File: src/rtl/gpsdo_pkg.sv
// Shared types and default sizing for the GPSDO frequency-counter path.
package gpsdo_pkg;

    typedef enum logic [1:0] {
        IDLE = 2'd0,
        ARM  = 2'd1,
        GATE = 2'd2
    } state_t;

    // 1.2 s of OCXO cycles at 10 MHz
    localparam int CNT_W_DEF   = 32;
    localparam int GATE_W_DEF  = 4;
    localparam int TO_W_DEF    = 28;
    localparam int TIMEOUT_DEF = 12_000_000;

endpackage

File: src/rtl/pps_sync.sv
// Brings the raw 1PPS into the clk domain and produces a one-cycle rising-edge pulse.
module pps_sync (
    input  logic clk,
    input  logic rst_n,
    input  logic pps,
    output logic pps_rise
);

    logic sync_p0;
    logic sync_p1;
    logic prev_p2;

    // two metastability flops, then an edge register; pps_rise is registered too
    always_ff @(posedge clk or negedge rst_n) begin
        if (!rst_n) begin
            sync_p0  <= 1'b0;
            sync_p1  <= 1'b0;
            prev_p2  <= 1'b0;
            pps_rise <= 1'b0;
        end else begin
            sync_p0  <= pps;
            sync_p1  <= sync_p0;
            prev_p2  <= sync_p1;
            pps_rise <= sync_p1 & ~prev_p2;
        end
    end

endmodule

File: src/rtl/pps_gate_ctrl.sv
// Gate sequencer: counts clk cycles across 1..15 PPS periods, back-to-back, with
// lost-PPS detection and a valid/ack result handoff to the readout side.
module pps_gate_ctrl
    import gpsdo_pkg::*;
#(
    parameter int CNT_W   = CNT_W_DEF,
    parameter int GATE_W  = GATE_W_DEF,
    parameter int TO_W    = TO_W_DEF,
    parameter int TIMEOUT = TIMEOUT_DEF
) (
    input  logic              clk,
    input  logic              rst_n,
    input  logic              pps,
    input  logic              enable,
    input  logic [GATE_W-1:0] gate_sel,
    input  logic              rd_ack,
    input  logic              clr_flags,
    output logic [CNT_W-1:0]  result,
    output logic              result_vld,
    output logic              result_sat,
    output logic              overrun,
    output logic              pps_lost,
    output logic              busy
);

    localparam logic [CNT_W-1:0] CNT_MAX  = '1;
    localparam logic [TO_W-1:0]  TO_LIMIT = TO_W'(TIMEOUT);

    function automatic logic [GATE_W-1:0] gate_len_f(input logic [GATE_W-1:0] sel);
        return (sel == '0) ? GATE_W'(1) : sel;
    endfunction

    function automatic logic [CNT_W-1:0] cyc_inc_f(input logic [CNT_W-1:0] c);
        return (c == CNT_MAX) ? c : c + 1'b1;
    endfunction

    function automatic logic [TO_W-1:0] to_inc_f(input logic [TO_W-1:0] t);
        return (t >= TO_LIMIT) ? TO_LIMIT : t + 1'b1;
    endfunction

    logic              pps_rise;
    state_t            state;
    logic [CNT_W-1:0]  cyc;
    logic              sat;
    logic [GATE_W-1:0] edges;
    logic [GATE_W-1:0] gate_len;
    logic [TO_W-1:0]   to_cnt;
    logic              close_edge;
    logic              to_hit;
    logic              emit;
    logic              lost_set;

    pps_sync u_sync (
        .clk      (clk),
        .rst_n    (rst_n),
        .pps      (pps),
        .pps_rise (pps_rise)
    );

    assign close_edge = pps_rise && ((edges + 1'b1) == gate_len);
    // fires only on the cycle the counter first reaches the limit, so a saturated counter stays quiet
    assign to_hit     = !pps_rise && (to_cnt == TO_LIMIT - 1'b1);
    assign emit       = enable && (state == GATE) && close_edge;
    assign lost_set   = enable && ((state == ARM) || (state == GATE)) && to_hit;

    always_ff @(posedge clk or negedge rst_n) begin
        if (!rst_n) begin
            state    <= IDLE;
            busy     <= 1'b0;
            cyc      <= '0;
            sat      <= 1'b0;
            edges    <= '0;
            gate_len <= '0;
            to_cnt   <= '0;
        end else if (!enable) begin
            state  <= IDLE;
            busy   <= 1'b0;
            to_cnt <= '0;
        end else begin
            case (state)
                IDLE: begin
                    state  <= ARM;
                    busy   <= 1'b1;
                    to_cnt <= '0;
                end
                ARM: begin
                    if (pps_rise) begin
                        state    <= GATE;
                        cyc      <= CNT_W'(1);
                        sat      <= 1'b0;
                        edges    <= '0;
                        gate_len <= gate_len_f(gate_sel);
                        to_cnt   <= '0;
                    end else begin
                        to_cnt <= to_inc_f(to_cnt);
                    end
                end
                GATE: begin
                    if (pps_rise) begin
                        to_cnt <= '0;
                        // the closing edge of one gate is the opening edge of the next
                        if (close_edge) begin
                            cyc      <= CNT_W'(1);
                            sat      <= 1'b0;
                            edges    <= '0;
                            gate_len <= gate_len_f(gate_sel);
                        end else begin
                            edges <= edges + 1'b1;
                            cyc   <= cyc_inc_f(cyc);
                            sat   <= sat | (cyc == CNT_MAX);
                        end
                    end else if (to_hit) begin
                        state  <= ARM;
                        to_cnt <= to_inc_f(to_cnt);
                    end else begin
                        to_cnt <= to_inc_f(to_cnt);
                        cyc    <= cyc_inc_f(cyc);
                        sat    <= sat | (cyc == CNT_MAX);
                    end
                end
                default: begin
                    state <= IDLE;
                    busy  <= 1'b0;
                end
            endcase
        end
    end

    // result register and sticky flags; a set on the same cycle as clr_flags wins
    always_ff @(posedge clk or negedge rst_n) begin
        if (!rst_n) begin
            result     <= '0;
            result_vld <= 1'b0;
            result_sat <= 1'b0;
            overrun    <= 1'b0;
            pps_lost   <= 1'b0;
        end else begin
            if (emit) begin
                result     <= cyc;
                result_sat <= sat;
                result_vld <= 1'b1;
            end else if (rd_ack) begin
                result_vld <= 1'b0;
            end
            overrun  <= (emit && result_vld && !rd_ack) || (overrun && !clr_flags);
            pps_lost <= lost_set || (pps_lost && !clr_flags);
        end
    end

endmodule

File: config.mk
export PLATFORM = sky130hd
export DESIGN_NAME = pps_gate_ctrl
export DESIGN_NICKNAME = d
export VERILOG_FILES = /design/src/rtl/gpsdo_pkg.sv /design/src/rtl/pps_sync.sv /design/src/rtl/pps_gate_ctrl.sv
export SDC_FILE = /design/constraint.sdc
export NUM_CORES = 1
export LEC_CHECK = 0
export BUFFER_PORTS_ARGS = -buffer_cell sky130_fd_sc_hd__buf_2
export CAP_MARGIN = 5
export CORE_MARGIN = 2
export CORE_UTILIZATION = 40
export CTS_CLUSTER_DIAMETER = 30
export DETAILED_ROUTE_END_ITERATION = 7
export SYNTH_ARGS = -nofsm -noshare
export SYNTH_HDL_FRONTEND = slang
export SYNTH_SLANG_ARGS = --single-unit
File: constraint.sdc
create_clock -name clk -period 3.8 [get_ports clk]
set_clock_uncertainty 0.05 [all_clocks]
set_input_delay 0.76 -clock clk [delete_from_list [all_inputs] [get_ports clk]]
set_output_delay 0.76 -clock clk [all_outputs]
set_load 0.02 [all_outputs]
Word level (Yosys, flattened, before mapping) --
Index checks and enable logic that the tools add are counted.
Operators by class: add/sub/neg operators 3, multiplexer cells 33, reduce and logical (&&, ||, !) cells 25, $lt $le $gt $ge 1, equality and inequality tests 14, bitwise operators 3
Operators with widths (number):
- $mux W32 | 5
- $mux W28 | 3
- $pmux W32 S2 | 1
- $pmux W28 S2 | 1
- $add A32 B1 Y32 const B | 1
- $eq A32 B32 Y1 const B | 1
- $add A28 B1 Y28 const B | 1
- $eq A28 B24 Y1 const B | 1
- $ge A28 B24 Y1 const B | 1
- $mux W4 | 7
- $pmux W4 S2 | 2
- $logic_and A1 B1 Y1 | 10
- $mux W2 | 4
- $reduce_and A4 Y1 | 2
- $mux W1 | 7
- $ne A3 B2 Y1 const B | 2
- $ne A3 B3 Y1 const B | 2
- $pmux W2 S3 | 1
- $reduce_and A5 Y1 | 1
- $add A4 B1 Y4 const B | 1
- $eq A4 B4 Y1 | 1
- $logic_not A4 Y1 | 1
- $ne A2 B1 Y1 const B | 2
- $ne A2 B2 Y1 const B | 2
- other kinds (13) | 19
Storage, ports and cells: bits in registers 112, input port bits 10

Depth between registers and ports, before layout --
Gate-level depths: netlist (run 1).
word-level depth 7, gate-level depth with buffers 11, depth with buffers taken out 7

By module --
From an unflattened synthesis (run 1), not the netlist that was laid out.
Second synthesis, totals: cells, all modules 536, area, all modules 5590.4 um^2
Modules (own cells, without submodules):
- pps_gate_ctrl | instances 1, cells an instance 531, area an instance 5476.5 um^2
- pps_sync | instances 1, cells an instance 5, area an instance 113.9 um^2

Worst setup path before layout (run 1) --
No wires, ideal clock.
path kind register -> register, start register state[0], end register cyc[13], required time 3.677 ns, cell stages (with the launch flop) 10, path slack 1.221 ns, library setup time 0.073 ns, arrival time 2.456 ns, cell sequence dfrtp_1 inv_1 ha_1 clkbuf_1 mux2i_1 or4b_1 o21bai_1 buf_2 or4_1 a21oi_2
Between the ends: longest elaborated chain between the ends 3, elaborated cells between the ends (all ways) 7, those cells by class eq/ne (4); mux (1); reduce/logical (2)
Ends and longest elaborated chain:
- start: declaration | line pps_gate_ctrl.sv:42 | state_t state;
- start signal: assignment | line pps_gate_ctrl.sv:68 | state <= IDLE;
- start signal: assignment | line pps_gate_ctrl.sv:76 | state <= IDLE;
- start signal: assignment | line pps_gate_ctrl.sv:82 | state <= ARM;
- $eq A2 B2 Y1 / $eq A2 B1 Y1 (equally long branches) | line pps_gate_ctrl.sv:80 | case (state)
- $ne A3 B2 Y1 (no source line) (tied with other cells)
- $reduce_and A4 Y1 (no source line)
- end signal: assignment | line pps_gate_ctrl.sv:109 | cyc <= cyc_inc_f(cyc);
- end signal: assignment | line pps_gate_ctrl.sv:117 | cyc <= cyc_inc_f(cyc);
- end: declaration | line pps_gate_ctrl.sv:43 | logic [CNT_W-1:0] cyc;
Parallel ways exist; a longest one is shown, timed or not. A chain may end at the register's enable or synchronous reset.

Final worst setup path (run 1) --
start register edges[0], end register gate_len[3]
Between the ends: longest elaborated chain between the ends 5
Ends and longest elaborated chain:
- start: declaration | line pps_gate_ctrl.sv:45 | logic [GATE_W-1:0] edges;
- start signal: assignment | line pps_gate_ctrl.sv:108 | edges <= edges + 1'b1;
- $add A4 B1 Y4 | line pps_gate_ctrl.sv:60 | assign close_edge = pps_rise && ((edges + 1'b1) == gate_len);
- $eq A4 B4 Y1 | line pps_gate_ctrl.sv:60
- $logic_and A1 B1 Y1 | line pps_gate_ctrl.sv:60
- $ne A2 B2 Y1 (no source line)
- $reduce_and A5 Y1 (no source line)
- end signal: assignment | line pps_gate_ctrl.sv:92 | gate_len <= gate_len_f(gate_sel);
- end signal: assignment | line pps_gate_ctrl.sv:106 | gate_len <= gate_len_f(gate_sel);
- end: declaration | line pps_gate_ctrl.sv:46 | logic [GATE_W-1:0] gate_len;
No other way between the ends.

==> results of run 1 <==
-- metrics by stage --
step | hold WS, ps | utilization [%] | instance area, sq um | worst slack (ps)
floorplan | 281 | - | 5870 | 1220
global placement | 291 | 43.3 | 6250 | 948
detailed placement | 292 | 43.3 | 6250 | 801
CTS | 317 | 45.3 | 6540 | 785
global route | 331 | 45.3 | 6540 | 611
finish | 309 | 45.3 | 6540 | 783
-- worst paths after layout --
| path | to | slack [ps] | startpoint | depth (start not counted) |
|---|---|---|---|---|
| max reg2reg | gate_len[3]$_DFFE_PN0P_ | 780 | edges[0]$_DFFE_PN0P_ | 6 |
| min reg2reg | u_sync.sync_p1$_DFF_PN0_ | 310 | u_sync.sync_p0$_DFF_PN0_ | 0 |
| max in group asynchronous | result[25]$_DFFE_PN0P_ | 2320 | rst_n | 2 |
| min in group asynchronous | to_cnt[1]$_DFFE_PN0P_ | 440 | rst_n | 1 |
| min | u_sync.sync_p1$_DFF_PN0_ | 310 | u_sync.sync_p0$_DFF_PN0_ | 0 |
| max | gate_len[3]$_DFFE_PN0P_ | 780 | edges[0]$_DFFE_PN0P_ | 6 |
-- kinds of logic (layout without fill, tap and decap cells) --
group                      Yosys count  count (layout)
xor gates and xnor gates             7               7
and+or+nand+nor                    195             195
adders and majority gates            8               8
buffers and inverters               48              90
AOI/OAI and AO/OA                  156             156
muxes                               40              40
DFF                                112             112
-- power by group --
part           total (mW)  internal [mW]  switching (mW)
registers            1.42           1.29           0.121
clock network       0.924          0.496           0.428
logic               0.745          0.276           0.469
total                3.08           2.07            1.02
-- worst reg2reg max path, cell delays in order (launching register included) --
cell and delay (ps):
dfrtp_1 430, ha_1 340, xor2_1 170, nor3_1 350
a31oi_2 300, nor2_4 840, mux2_2 420
-- cells in the final DEF, fill, tap and decap left out, types with 3 or more instances in the layout --
cell type / Yosys / routed
o21bai_1: 3 / 3
or4_1: 22 / 22
inv_1: 18 / 18
a31oi_1: 8 / 8
buf_2: 7 / 45
mux2_2: 36 / 36
xnor2_1: 4 / 4
ha_1: 8 / 8
clkbuf_8: 0 / 3
o21ai_0: 36 / 36
and3_1: 7 / 7
dfrtp_1: 112 / 112
a21o_1: 5 / 5
o31a_1: 3 / 3
nor2b_1: 4 / 4
o31ai_1: 23 / 23
xor2_1: 3 / 3
clkinv_2: 0 / 3
clkbuf_16: 0 / 9
nor4_1: 8 / 8
o211ai_1: 5 / 5
and4_1: 5 / 5
o21a_1: 4 / 4
a41oi_1: 5 / 5
nand4_1: 17 / 17
a22o_1: 5 / 5
nand3_1: 24 / 24
nor3_1: 13 / 12
nor4_2: 3 / 3
nand2_1: 34 / 34
nor2_1: 21 / 21
buf_4: 2 / 10
or3_1: 10 / 10
mux2i_1: 4 / 4
a21oi_1: 26 / 26
and2_1: 9 / 9
a21oi_2: 16 / 16
-- flip-flops by register name, indices dropped and copies added (netlist names) --
signal and cells:
state 2, overrun 1, edges 4, result_sat 1, pps_lost 1, result_vld 1, u_sync.sync_p1 1, u_sync.prev_p2 1
to_cnt 28, cyc 32, sat 1, result 32, busy 1, u_sync.sync_p0 1, gate_len 4, u_sync.pps_rise 1
-- layout make-up --
class                   instances  area, sq um  area share (%)
multi-input cells             406         2830            43.3
flip-flops and latches        112         2800            42.9
repair buffers                 56          320            4.90
clock buffers                  13          270            4.13
well taps                     184          230            3.52
inverters                      18         67.6            1.03
clock inverters                 3         15.0           0.230
-- metal layers --
layer	vias up	track usage (%)
li1	2231	-
met1	2377	24.9
met2	112	29.1
met3	10	4.02
met4	0	5.29
met5	-	0
==> flow_metrics.tcl, run 1 <==
set metrics [dict create \
    clock-root-buffer "clkbuf_16" \
    clk-insertion-delay-late_ps 360 \
    fin_nets 621 \
    fillers 1393 \
    slew_headroom_pct 32.7 \
    rows 44 \
    diodes 0 \
    routed-wl-met2_microns 6380 \
    synth_top_cell_area_share_pct 47.7 \
    cts_tree "yes" \
    synth.distinct_cells 63 \
    yosysWarningCount 0 \
    antenna_found_initial 0 \
    syn-instance-count 566 \
    ctsResizeCount 0 \
    synthMuxAreaShare_pct 7.59 \
    fin_crit_ps 3020 \
    powerDensity_nw_per_um2 472 \
    drcViolationCount 0 \
    power.total_mw 3.08 \
    period_share_pct 79.4 \
    grt_max_degree 68 \
    portBuffers 46 \
    path_cells "ha_1 -> xor2_1 -> nor3_1 -> a31oi_2 -> nor2_4 -> mux2_2" \
    hpwl_microns 9480 \
    route.met3.wl_microns 613 \
    synth_top_family_by_area "simple AND/OR/NAND/NOR gates" \
    power_leakage_nw 2.80 \
    path_max_fanout 32 \
    synth.ff_latch_count 112 \
    first_iter_violations 267 \
    syn-num-nets 584 \
    top_layer_used "met4" \
    htreeDepth 3 \
    dr.pass1.iters 4 \
    grt_overflow_total 0 \
    hold_path.class "flip-flop to flip-flop" \
    grt_use_total_pct 18.2 \
    instances_no_fill 792 \
    rsz0062_at_grt "no" \
    die_area_sq_um 15700 \
    synth_compound_area_share_pct 18.3 \
    yosysMostFrequentCell "dfrtp_1" \
    status "complete, no violations" \
    drive_gt1_share_pct 22.9 \
    post_cts_buffers 0 \
    arrival_ps 3210 \
    yosysSeqAreaShare_pct 47.7 \
    dieWidth_microns 125 \
    clk_pin_slew_ps 70 \
    synth_common_cells "dfrtp_1, mux2_2, o21ai_0, nand2_1, a21oi_1" \
    die_h_microns 125 \
    vias 4730 \
    maxCapViolCount 0 \
    synth_ff_type "dfrtp_1" \
    ir_worst_vdd_mv 0.226 \
    cp.required_ps 4000 \
    startpoint_type "flip-flop" \
    synth_xor_area_share_pct 1.04 \
    dp_cells 776 \
    grt_pass1_wl_microns 23500 \
    synthAdderAreaFrac_pct 1.71 \
    routabilityCongestion 0.834 \
    slew_viol_final 0 \
    tns_ps 0 \
    cts_buffers 9 \
    coreArea_sq_um 14400 \
    ant_nets 0 \
    max_freq_mhz 331 \
    crit_family "simple AND/OR/NAND/NOR gates" \
    finalHoldViolations 0 \
    wl_met1_microns 6660 \
    max_stage_delay_ps 840 \
    cts.sinks 112 \
    tightest_slew_ps 1010 \
    worstSetupPathType "flip-flop to flip-flop" \
    start_util_pct 40.7 \
    synth_edf_count 0 \
    slowest_stage "nor2_4" \
    wl_per_cell_microns 17.4 \
    clockBufferDepth 2 \
    grt_pass1_vias 4682 \
    synth_area_leaders "dfrtp_1, mux2_2, o21ai_0" \
    cp-end-kind "flip-flop" \
    syn_area_sq_um 5870 \
    area_growth_pct 11.4 \
    viasPerCell 5.97 \
    hold_buffers 0 \
    avgSynthCellArea_sq_um 10.4 \
    crit_buf_inv 0 \
    setup_viol 0 \
    yosys.area_share.simple_pct 19.5 \
    pin_count 47 \
    async_flop_share_pct 100 \
    synth_top_area_cell "dfrtp_1" \
    totalWireLength_microns 13800 \
]
(Power assumes the default switching activity.)
==> inputs of run 2 (changes only) <==
==> constraint.sdc (replaced) <==
create_clock -name clk -period 3 [get_ports clk]
set_clock_uncertainty 0.05 [all_clocks]
set_input_delay 0.6 -clock clk [delete_from_list [all_inputs] [get_ports clk]]
set_output_delay 0.6 -clock clk [all_outputs]
set_load 0.02 [all_outputs]
==> run 2 against run 1 <==
Net effect:
- flip-flop and latch count is the same
- register-to-register slack lost 510 ps
- clock power up 30%
- via count is 1.7% lower
- final cell count grew 0.88%
- largest power group unchanged
- total power grew 29%
- sequential share of layout area fell by 0.51 points
==> flow_metrics.tcl, run 2 (synthesis gave the netlist of run 1 again) <==
set metrics [dict create \
    grt_max_degree 79 \
    cts_buffers 9 \
    p_seq_share_pct 45.0 \
    arrival_ps 2970 \
    maxCapViolCount 0 \
    rsz0062_at_grt "no" \
    dieWidth_microns 125 \
    die_area_sq_um 15700 \
    p_clk_share_pct 30.4 \
    fin_nets 628 \
    period_share_pct 91.0 \
    ant_nets 0 \
    powerDensity_nw_per_um2 599 \
    routabilityCongestion 0.814 \
    ir_worst_vdd_mv 0.353 \
    hpwl_microns 9250 \
    seq_area_sq_um 2800 \
    ctsResizeCount 0 \
    antenna_found_initial 0 \
    grt_pass1_vias 4442 \
    final_cell_mix "dfrtp_1, buf_2, o21ai_0, mux2_2, nand2_1" \
    internal-power_mw 2.69 \
    cts_tree "yes" \
    path_max_fanout 11 \
    worstSetupPathType "flip-flop to flip-flop" \
    slew_viol_final 0 \
    wl_per_cell_microns 16.4 \
    cp-end-kind "flip-flop" \
    totalWireLength_microns 13100 \
    clock-root-buffer "clkbuf_16" \
    multi_input_area_sq_um 2830 \
    cp.required_ps 3240 \
    htreeDepth 3 \
    portBuffers 46 \
    drive_gt1_share_pct 23.7 \
    status "complete, no violations" \
    fin_crit_ps 2730 \
    max_freq_mhz 366 \
    grt_overflow_total 0 \
    drcViolationCount 0 \
    dr.pass1.iters 4 \
    clockBufferDepth 2 \
    startpoint_type "flip-flop" \
    hold_path.class "input port to async pin" \
    hold_buffers 0 \
    clk_pin_slew_ps 70 \
    start_util_pct 40.7 \
    p_comb_share_pct 24.6 \
    vias 4650 \
    coreArea_sq_um 14400 \
    final_core_util_pct 45.9 \
    grt_pass1_wl_microns 22700 \
    whs_ps 141 \
    power_leakage_nw 2.84 \
    viasPerCell 5.82 \
    first_iter_violations 329 \
    grt_use_total_pct 17.6 \
    rows 44 \
    clk-insertion-delay-late_ps 350 \
    switching_share_pct 32.2 \
    die_h_microns 125 \
    area_growth_pct 12.7 \
    tightest_slew_ps 852 \
    diodes 0 \
    p_sw_mw 1.28 \
    tns_ps 0 \
    final_common_cell "dfrtp_1" \
    reg_top3 "cyc (32), result (32), to_cnt (28)" \
    finalHoldViolations 0 \
    post_cts_buffers 0 \
    setup_viol 0 \
    pin_count 47 \
    slew_headroom_pct 43.1 \
    cts.sinks 112 \
    fillers 1376 \
]
==> run 2: changes by cell type in the layout (fill, tap and decap cells not counted), sizes merged <==
cell	previous run	this run
clkinvlp	0	1
bufinv	0	1
clkbuf	13	11
buf	56	63
==> run 2: layout make-up <==
| type | instances | area share [%] |
|---|---|---|
| Clock buffer | 11 | 3.67 |
| Inverter | 18 | 1.02 |
| Sequential cell | 112 | 42.4 |
| Multi-Input combinational cell | 406 | 42.8 |
| Timing Repair Buffer | 63 | 5.82 |
| Tap cell | 184 | 3.48 |
| Clock inverter | 5 | 0.851 |
==> run 2: path summary, 6_finish.rpt <==
path / startpoint / depth (start not counted) / end / slack, ps
max in group asynchronous: rst_n / 2 / cyc[20]$_DFFE_PN0P_ / 1960
worst max-delay path: state[0]$_DFFE_PN0P_ / 7 / cyc[17]$_DFFE_PN0P_ / 270
worst min-delay path: rst_n / 1 / to_cnt[16]$_DFFE_PN0P_ / 140
min in group clk: pps / 1 / u_sync.sync_p0$_DFF_PN0_ / 300
worst min register to register: u_sync.sync_p0$_DFF_PN0_ / 0 / u_sync.sync_p1$_DFF_PN0_ / 310
worst max register to register: state[0]$_DFFE_PN0P_ / 7 / cyc[17]$_DFFE_PN0P_ / 270
==> run 2: through the flow <==
| step | instances | total power, mW | cell area, sq um | setup WS [ps] |
|---|---|---|---|---|
| detailed placement | 783 | 2.80 | 6320 | 290 |
| global placement | 783 | 2.76 | 6320 | 366 |
| floorplan | 566 | 2.51 | 5870 | 421 |
| CTS | 799 | 4.02 | 6620 | 279 |
| global route | 799 | 4.23 | 6620 | 54.6 |
| finish | 799 | 3.97 | 6620 | 271 |
==> run 2: critical path: stages (launching register included) <==
cell and delay (ps):
dfrtp_1 420, inv_1 110, ha_1 320, mux2i_1 130
or4b_1 560, o21bai_1 360, or4_1 560, a21oi_2 150
==> run 2: metal layers <==
| layer | share of wire, % | up-vias | GRT usage (%) |
|---|---|---|---|
| met2 | 45 | 109 | 26.3 |
| met4 | 1.9 | 0 | 6.54 |
| li1 | - | 2239 | - |
| met1 | 48 | 2285 | 25.8 |
| met3 | 4.6 | 17 | 2.82 |
| met5 | 0 | - | 0 |
==> run 2: power by group through the flow <==
stage / clock (mW) / combinational, mW / sequential, mW
2_1_floorplan: 0 / 0.712 / 1.80
3_3_place_gp: 0 / 0.954 / 1.81
3_5_place_dp: 0 / 0.981 / 1.81
4_1_cts: 1.25 / 0.986 / 1.78
5_1_grt: 1.31 / 1.11 / 1.81
6_report: 1.20 / 0.975 / 1.79
